[src/rtl/fpga_reset_sequencer.sv]
`default_nettype none
// ============================================================================
// Module   : fpga_reset_sequencer
// Function : Merges PLL lock loss and a host soft-reset strobe into one
//            conditioned reset request with a guaranteed minimum assertion
//            length. It reports soft-reset completion once downstream logic
//            has had ACK_DELAY cycles to leave reset.
// Options  : FPGA_RESET_SEQ_COUNT_EN - enables the saturating rst_count
//            sequence counter. When it is undefined, rst_count reads zero.
// Revision : 1.0 - initial release
// ============================================================================
module fpga_reset_sequencer #(
    parameter logic RST_POL     = 1'b0,
    parameter int   SYNC_STAGES = 3,
    parameter int   LOCK_FILTER = 16,
    parameter int   MIN_ASSERT  = 32,
    parameter int   ACK_DELAY   = 16
) (
    input  logic        clk,
    input  logic        rst,
    input  logic        pll_locked,
    input  logic        soft_rst_req,
    output logic        rst_req_out,
    output logic        soft_rst_done,
    output logic        busy,
    output logic [1:0]  rst_cause,
    output logic [15:0] rst_count
);

    localparam int c_CNT_MAX = (MIN_ASSERT > ACK_DELAY) ? MIN_ASSERT : ACK_DELAY;
    localparam int c_CNT_W   = $clog2(c_CNT_MAX + 1);
    localparam int c_FILT_W  = $clog2(LOCK_FILTER + 1);

    localparam logic [c_CNT_W-1:0]  c_ASSERT_LAST = c_CNT_W'(MIN_ASSERT - 1);
    localparam logic [c_CNT_W-1:0]  c_ACK_LAST    = c_CNT_W'(ACK_DELAY - 1);
    localparam logic [c_FILT_W-1:0] c_FILT_FULL   = c_FILT_W'(LOCK_FILTER);

    localparam logic [1:0] c_ST_ASSERT  = 2'd0;
    localparam logic [1:0] c_ST_RELEASE = 2'd1;
    localparam logic [1:0] c_ST_RUN     = 2'd2;

    logic [SYNC_STAGES-1:0] r_sync;
    logic [c_FILT_W-1:0]    r_filt;
    logic [1:0]             r_state;
    logic [c_CNT_W-1:0]     r_cnt;
    logic                   r_soft_pending;

    logic                   w_lock_sync;
    logic                   w_lock_ok;
    logic                   w_pll_trig;
    logic                   w_soft_trig;
    logic                   w_trig;
    logic [1:0]             w_state_nxt;
    logic [c_CNT_W-1:0]     w_cnt_nxt;
    logic                   w_rst_req_nxt;
    logic                   w_busy_nxt;
    logic                   w_done_nxt;
    logic [1:0]             w_cause_nxt;
    logic                   w_pending_nxt;

    // Shift the asynchronous PLL lock status through the synchronizer chain.
    always_ff @(posedge clk) begin
        if (rst) begin
            r_sync <= '0;
        end else begin
            r_sync <= {r_sync[SYNC_STAGES-2:0], pll_locked};
        end
    end

    assign w_lock_sync = r_sync[SYNC_STAGES-1];

    // Count consecutive synchronized-high cycles and saturate once lock is trusted.
    always_ff @(posedge clk) begin
        if (rst) begin
            r_filt <= '0;
        end else if (!w_lock_sync) begin
            r_filt <= '0;
        end else if (r_filt != c_FILT_FULL) begin
            r_filt <= r_filt + 1'b1;
        end
    end

    // Lock drops in the same cycle the synchronized input goes low.
    // It does not wait for the filter counter to clear.
    assign w_lock_ok   = w_lock_sync && (r_filt == c_FILT_FULL);
    assign w_pll_trig  = !w_lock_ok;
    assign w_soft_trig = soft_rst_req;
    assign w_trig      = w_pll_trig || w_soft_trig;

    // State register and sequence counter.
    always_ff @(posedge clk) begin
        if (rst) begin
            r_state <= c_ST_ASSERT;
            r_cnt   <= '0;
        end else begin
            r_state <= w_state_nxt;
            r_cnt   <= w_cnt_nxt;
        end
    end

    // Next-state logic. Any trigger restarts the assertion window from zero.
    // Reaching the last ASSERT count without a trigger always exits, so the
    // counter never needs to saturate explicitly.
    always_comb begin
        w_state_nxt = r_state;
        w_cnt_nxt   = r_cnt;
        case (r_state)
            c_ST_ASSERT: begin
                if (w_trig) begin
                    w_cnt_nxt = '0;
                end else if (r_cnt == c_ASSERT_LAST) begin
                    w_state_nxt = c_ST_RELEASE;
                    w_cnt_nxt   = '0;
                end else begin
                    w_cnt_nxt = r_cnt + 1'b1;
                end
            end
            c_ST_RELEASE: begin
                if (w_trig) begin
                    w_state_nxt = c_ST_ASSERT;
                    w_cnt_nxt   = '0;
                end else if (r_cnt == c_ACK_LAST) begin
                    w_state_nxt = c_ST_RUN;
                    w_cnt_nxt   = '0;
                end else begin
                    w_cnt_nxt = r_cnt + 1'b1;
                end
            end
            c_ST_RUN: begin
                if (w_trig) begin
                    w_state_nxt = c_ST_ASSERT;
                    w_cnt_nxt   = '0;
                end
            end
            default: begin
                w_state_nxt = c_ST_ASSERT;
                w_cnt_nxt   = '0;
            end
        endcase
    end

    // Output decode from the next state, so every output is a flop.
    always_comb begin
        w_rst_req_nxt = (w_state_nxt == c_ST_ASSERT) ? RST_POL : ~RST_POL;
        w_busy_nxt    = (w_state_nxt != c_ST_RUN);
        w_done_nxt    = (r_state == c_ST_RELEASE) && (w_state_nxt == c_ST_RUN) && r_soft_pending;
        w_cause_nxt   = w_trig ? {w_soft_trig, w_pll_trig} : rst_cause;
        // A PLL abort leaves the pending flag alone.
        // The soft request is still acknowledged after recovery.
        w_pending_nxt = w_soft_trig ? 1'b1 : (w_done_nxt ? 1'b0 : r_soft_pending);
    end

    // Output and pending-flag registers.
    always_ff @(posedge clk) begin
        if (rst) begin
            rst_req_out    <= RST_POL;
            busy           <= 1'b1;
            soft_rst_done  <= 1'b0;
            rst_cause      <= 2'b00;
            r_soft_pending <= 1'b0;
        end else begin
            rst_req_out    <= w_rst_req_nxt;
            busy           <= w_busy_nxt;
            soft_rst_done  <= w_done_nxt;
            rst_cause      <= w_cause_nxt;
            r_soft_pending <= w_pending_nxt;
        end
    end

`ifdef FPGA_RESET_SEQ_COUNT_EN
    logic        w_enter_assert;
    logic [15:0] r_rst_count;

    // Count only fresh entries into ASSERT. Restarts within ASSERT are not counted.
    assign w_enter_assert = (r_state != c_ST_ASSERT) && (w_state_nxt == c_ST_ASSERT);

    // Saturating count of reset sequences.
    always_ff @(posedge clk) begin
        if (rst) begin
            r_rst_count <= 16'h0000;
        end else if (w_enter_assert && (r_rst_count != 16'hFFFF)) begin
            r_rst_count <= r_rst_count + 16'd1;
        end
    end

    assign rst_count = r_rst_count;
`else
    assign rst_count = 16'h0000;
`endif

endmodule
`default_nettype wire

[config.mk]
export PLATFORM = sky130hd
export DESIGN_NAME = fpga_reset_sequencer
export DESIGN_NICKNAME = d
export VERILOG_FILES = /design/src/rtl/fpga_reset_sequencer.sv
export SDC_FILE = /design/constraint.sdc
export NUM_CORES = 1
export LEC_CHECK = 0
export ABC_AREA = 0
export CAP_MARGIN = 10
export CORE_ASPECT_RATIO = 0.75
export CORE_MARGIN = 1
export CORE_UTILIZATION = 50
export CTS_BUF_LIST = sky130_fd_sc_hd__clkbuf_8
export DETAILED_ROUTE_END_ITERATION = 7
export PLACE_DENSITY = 0.86
export SLEW_MARGIN = 15
export SYNTH_ARGS = -nofsm -noshare
export SYNTH_HDL_FRONTEND = slang
export SYNTH_SLANG_ARGS = --single-unit
[constraint.sdc]
create_clock -name clk -period 3.1 [get_ports clk]
set_clock_uncertainty 0.05 [all_clocks]
set_input_delay 0.62 -clock clk [delete_from_list [all_inputs] [get_ports clk]]
set_output_delay 0.62 -clock clk [all_outputs]
set_load 0.01 [all_outputs]
==> results.toml, run 1 <==
[critical_path]
cp_slowest_cell = "clkdlybuf4s50_1"
critPathKind = "in2reg"
slowest_delay_ns = 0.47
path_cells = "clkdlybuf4s50_1 > or3b_4 > a211o_1 > or4b_1 > o21ai_1"
crit_family = "simple AND/OR/NAND/NOR gates"
path_buf_inv = 1
critPathArrivalTime_ns = 2.40
crit_fanout = 5
cp-end-kind = "flop"
worst_ep_required_time_ns = 3.25
start_kind = "input pin"

[yosys]
synth_warnings = 0
synthXorXnorAreaFrac = 0.0321
synth_top_family_by_area = "simple AND/OR/NAND/NOR gates"
yosysSeqAreaShare = 0.403
syn_area_um2 = 1090
yosys.area_share.simple = 0.277
syn_inst = 124
muxShareOfSynthArea = 0.00916
syn_area_per_cell_um2 = 8.81
synth_compound_area_frac = 0.104
synth_seq_cells = 22
synth_cell_types = 39
synth_fa_ha_area_frac = 0.0344

[floorplanning]
row_count = 14
dieWidth_um = 56.0
die_area_um2 = 2380
io_pins = 25
coreArea_um2 = 2030
die_y_um = 42.5
start_util = 0.538

[cts]
cts.repair.resized = 0
clock_sinks = 22
cts_buffers = 3
clk_pin_slew_ns = 0.08
holdBufCountCts = 0
clock_latency_ns = 0.26
post-cts-setup-buffers = 0
cts.path.max_buffers = 2
ctsHtreeMaxLevel = 1
tritoncts = "yes"
clock-root-buffer = "clkbuf_8"

[cells_and_area]
fin_util = 0.579
diodes = 0
fillers = 191
drive_above_1_share = 0.0534
syn_to_final_growth_pct = 7.67
finalNetCount = 139

[drt]
wirelength_um = 1920
drtAntennaViolNets = 0
drt_iter0_markers = 16
wl_per_cell_um = 12.4
vias_per_cell = 5.42
dr.pass1.iters = 4
num_vias = 840
drc = 0

[global_routing]
grt_use_met2 = 0.307
use_met3 = 0.0648
overflow = 0
met1_usage = 0.204
grt_use_total = 0.180
grt_max_degree = 20
grt_pass1_wl_um = 3290
grt_pass1_vias = 771
antenna_found_initial = 0
grt_busiest_layer = "met2"

[placement]
gp_congestion = 0.851
dp_slack_ns = 0.617
io_buffers = 8
dp_hpwl_um = 1370

[sta]
tightest_slew_ns = 0.683
drv_slew = 0
period_share = 0.726
max_freq_mhz = 444
hold_viol_final = 0
rsz0062_at_grt = "no"
layout_min_cycle_time_ns = 2.25
layout_setup_ws_ns = 0.849
setup_tns_ns = 0
relSlewSlack = 0.544
setup_violations = 0

[power_and_ir_drop]
ir_drop_v = 0.000471
power_density_nw_per_um2 = 440
finalPower_mw = 0.517
leakage_nw = 0.436

[outcome]
status = "completed"

[flow_run]
cap_violations = 0

[hold_path]
hold_class = "reg2reg"
layout by cell type, fill, tap and decap left out, types with 2 or more instances in the layout:
cell type         n
dfxtp_1          22
conb_1           16
nor2_1           13
clkdlybuf4s50_1   8
nand3_1           6
nand2_1           6
a21oi_1           5
nor3_1            5
nor2b_1           5
clkbuf_8          4
inv_1             3
a31oi_1           3
xor2_1            3
ha_1              3
or2b_1            2
or4b_1            2
nor3b_1           2
a22oi_1           2
a211oi_1          2
o21ai_0           2
report_power, final:
part / internal [mW] / switching (mW)
registers: 0.286 / 0.00225
clock network: 0.113 / 0.0894
logic: 0.00901 / 0.0168
Yosys cell counts:
cell	instances	area, um2
dfxtp_1	22	440
buf_4	16	120
nor2_1	13	48.8
nand2_1	6	22.5
nand3_1	6	30.0
a21oi_1	5	25.0
nor2b_1	5	31.3
nor3_1	5	25.0
a31oi_1	3	18.8
ha_1	3	37.5
inv_1	3	11.3
xor2_1	3	26.3
a211oi_1	2	15.0
a22oi_1	2	15.0
buf_2	2	10.0
nor3b_1	2	15.0
o21ai_0	2	10.0
or2b_1	2	15.0
or4b_1	2	20.0
a211o_1	1	8.76
a21o_1	1	7.51
a311oi_1	1	8.76
and2_1	1	6.26
and4b_1	1	10.0
buf_1	1	3.75
clkbuf_1	1	3.75
conb_1	1	3.75
mux2i_1	1	10.0
nand2b_1	1	6.26
nand4_1	1	6.26
nand4bb_1	1	11.3
nor4b_2	1	15.0
o21ai_1	1	5.00
or2_2	1	6.26
or3_1	1	6.26
or3b_1	1	8.76
or3b_4	1	11.3
or4_1	1	7.51
xnor2_1	1	8.76
registers in the layout (all words and copies together) (netlist names):
name	flops
r_cnt	6
r_filt	5
r_sync	3
r_state	2
rst_cause	2
busy	1
r_soft_pending	1
rst_req_out	1
soft_rst_done	1
layout make-up:
type / instances / area, um2 / area share
well taps: 24 / 30.0 / 0.0255
inverters: 3 / 11.3 / 0.00957
flip-flops and latches: 22 / 440 / 0.374
multi-input cells: 94 / 559 / 0.476
repair buffers: 8 / 80.1 / 0.0681
clock buffers: 4 / 55.1 / 0.0468
layer usage:
metal | wire length [um] | up-vias
li1 | - | 411
met1 | 901 | 399
met2 | 904 | 28
met3 | 90 | 2
met4 | 21 | 0
met5 | 0 | -
final timing paths:
| kind | cells past startpoint | slack [ns] | start | to |
|---|---|---|---|---|
| setup / recovery | 5 | 0.85 | soft_rst_req | r_cnt[2] |
| hold / removal | 1 | 0.41 | r_sync[1] | r_sync[2] |
| setup reg to reg | 6 | 0.94 | r_filt[0] | rst_req_out |
| hold reg to reg | 1 | 0.41 | r_sync[1] | r_sync[2] |
stage by stage:
step | cell area, um2 | hold slack (ns) | std cells
global route | 1180 | 0.425 | 155
detailed placement | 1120 | 0.394 | 151
floorplan | 1150 | 0.364 | 139
finish | 1180 | 0.409 | 155
global placement | 1120 | 0.372 | 151
CTS | 1180 | 0.412 | 155
cell families after synthesis:
| family | Yosys count |
|---|---|
| mux | 1 |
| other cells | 1 |
| simple gates | 52 |
| xor+xnor | 4 |
| compound gates | 18 |
| flops | 22 |
| fa+ha+maj | 3 |
| buf+inv | 23 |
Power figures use the tool's default switching activity.
==> run 2, diff against run 1 <==
clock period = 2.3 ns   (was 3.1 ns; I/O delays follow)
==> results.toml, run 2 (same netlist as run 1, synthesis figures left out) <==
[global_routing]
grt_use_total = 0.188
grt_max_degree = 14
use_met3 = 0.0648
grt_pass1_vias = 803
overflow = 0
grt_use_met2 = 0.329
grt_pass1_wl_um = 3390
grt_busiest_layer = "met2"
met1_usage = 0.200
antenna_found_initial = 0

[floorplanning]
die_y_um = 42.5
io_pins = 25
row_count = 14
start_util = 0.538
coreArea_um2 = 2030
die_area_um2 = 2380
dieWidth_um = 56.0

[critical_path]
reg2reg_to = "soft_rst_done"
r2r-start = "r_filt[0]"
critPathArrivalTime_ns = 2.20
critPathKind = "in2reg"
rrSetupSlack_ns = 0.30
crit_start = "soft_rst_req"
worst_ep_required_time_ns = 2.45
crit_fanout = 5
cp-end-kind = "flop"
reg2reg_depth = 5
start_kind = "input pin"

[cts]
tritoncts = "yes"
clk_pin_slew_ns = 0.08
clock_sinks = 22
cts_buffers = 3
clock-root-buffer = "clkbuf_8"
ctsHtreeMaxLevel = 1
clock_latency_ns = 0.26
cts.path.max_buffers = 2

[cells_and_area]
syn_to_final_growth_pct = 13.1
finalNetCount = 144
reg_top3 = "r_cnt x6, r_filt x5, r_sync x3"
drive_above_1_share = 0.0956
layout_commonest_cell = "dfxtp_1"
stdcell_area_um2 = 1230
fillers = 171
final_cells = 160
multi_input_area_um2 = 564
seqCellArea_um2 = 440
top_register = "r_cnt"
mostFrequentLayoutCells = "dfxtp_1, conb_1, nor2_1"
diodes = 0
largest_register_ffs = 6

[placement]
io_buffers = 8
placed_area_um2 = 1160
dp_hpwl_um = 1500
dp_slack_ns = -0.0161
gp_congestion = 0.885
placed_cells = 156

[sta]
layout_min_cycle_time_ns = 2.05
setup_tns_ns = 0
layout_setup_ws_ns = 0.247
setup_violations = 0
period_share = 0.892
drv_slew = 0
rsz0062_at_grt = "no"
timing.hold.ws_ns = 0.397
max_freq_mhz = 487
tightest_slew_ns = 0.639
hold_viol_final = 0
relSlewSlack = 0.570

[drt]
drt_iter0_markers = 22
wirelength_um = 2030
wl_per_cell_um = 12.7
drc = 0
dr.pass1.iters = 5
num_vias = 853
vias_per_cell = 5.33
drtAntennaViolNets = 0

[hold_path]
hp-start = "r_sync[1]"
holdPathEnd = "r_sync[2]"
worstHoldPathCells = 1
hold_class = "reg2reg"

[power_and_ir_drop]
ir_drop_v = 0.000465
leakage_nw = 0.468
power_density_nw_per_um2 = 638

[outcome]
status = "completed"

[flow_run]
cap_violations = 0
## run 2: changes by cell type in the layout (fill, tap and decap cells not counted)
cell	before	now
clkbuf_8	4	3
nand4bb_1	1	0
nand4bb_2	0	1
bufinv_16	0	1
buf_4	0	5
## run 2: per-stage QoR
stage / power, mW / util
after floorplan: 0.441 / -
after global placement: 0.434 / 0.570
after detailed placement: 0.435 / 0.570
after CTS: 0.790 / 0.605
after global routing: 0.816 / 0.608
final: 0.787 / 0.608
## run 2: final cells by class
cell class / count / share of cell area
multi-input combinational: 94 / 0.457
sequential: 22 / 0.357
timing repair buffer: 13 / 0.0952
clock buffer: 3 / 0.0334
clock inverter: 1 / 0.0243
tap: 24 / 0.0243
inverter: 3 / 0.00912
## run 2: power breakdown
group	internal, mW	total, mW	switching (mW)
clock	0.233	0.361	0.128
combinational	0.0147	0.0381	0.0233
sequential	0.386	0.389	0.00254
total	0.633	0.787	0.154
## run 2: timing repair
| action | CTS | global route |
|---|---|---|
| buffers inserted | 0 | 0 |
| setup endpoints to repair | 0 | 1 |
| gates resized for setup | 0 | 1 |
| hold buffers | 0 | 0 |
## run 2: layer usage
metal / routed length, um / up-vias
met5: 0 / -
met1: 887 / 400
met3: 109 / 4
li1: - / 422
met2: 990 / 27
met4: 42 / 0
## run 2: worst max-delay path by stage
stage | to | cells after the start
global placement | r_cnt[2] | 5
global route | soft_rst_done | 5
CTS | soft_rst_done | 5
detailed placement | r_cnt[2] | 5
finish | r_cnt[2] | 5
floorplan | r_cnt[2] | 4
## run 2: worst max-delay path, cell delays in order
cell             delay (ns)
clkdlybuf4s50_1        0.48
or3b_4                 0.43
a211o_1                0.25
or4b_1                 0.46
o21ai_1                0.12
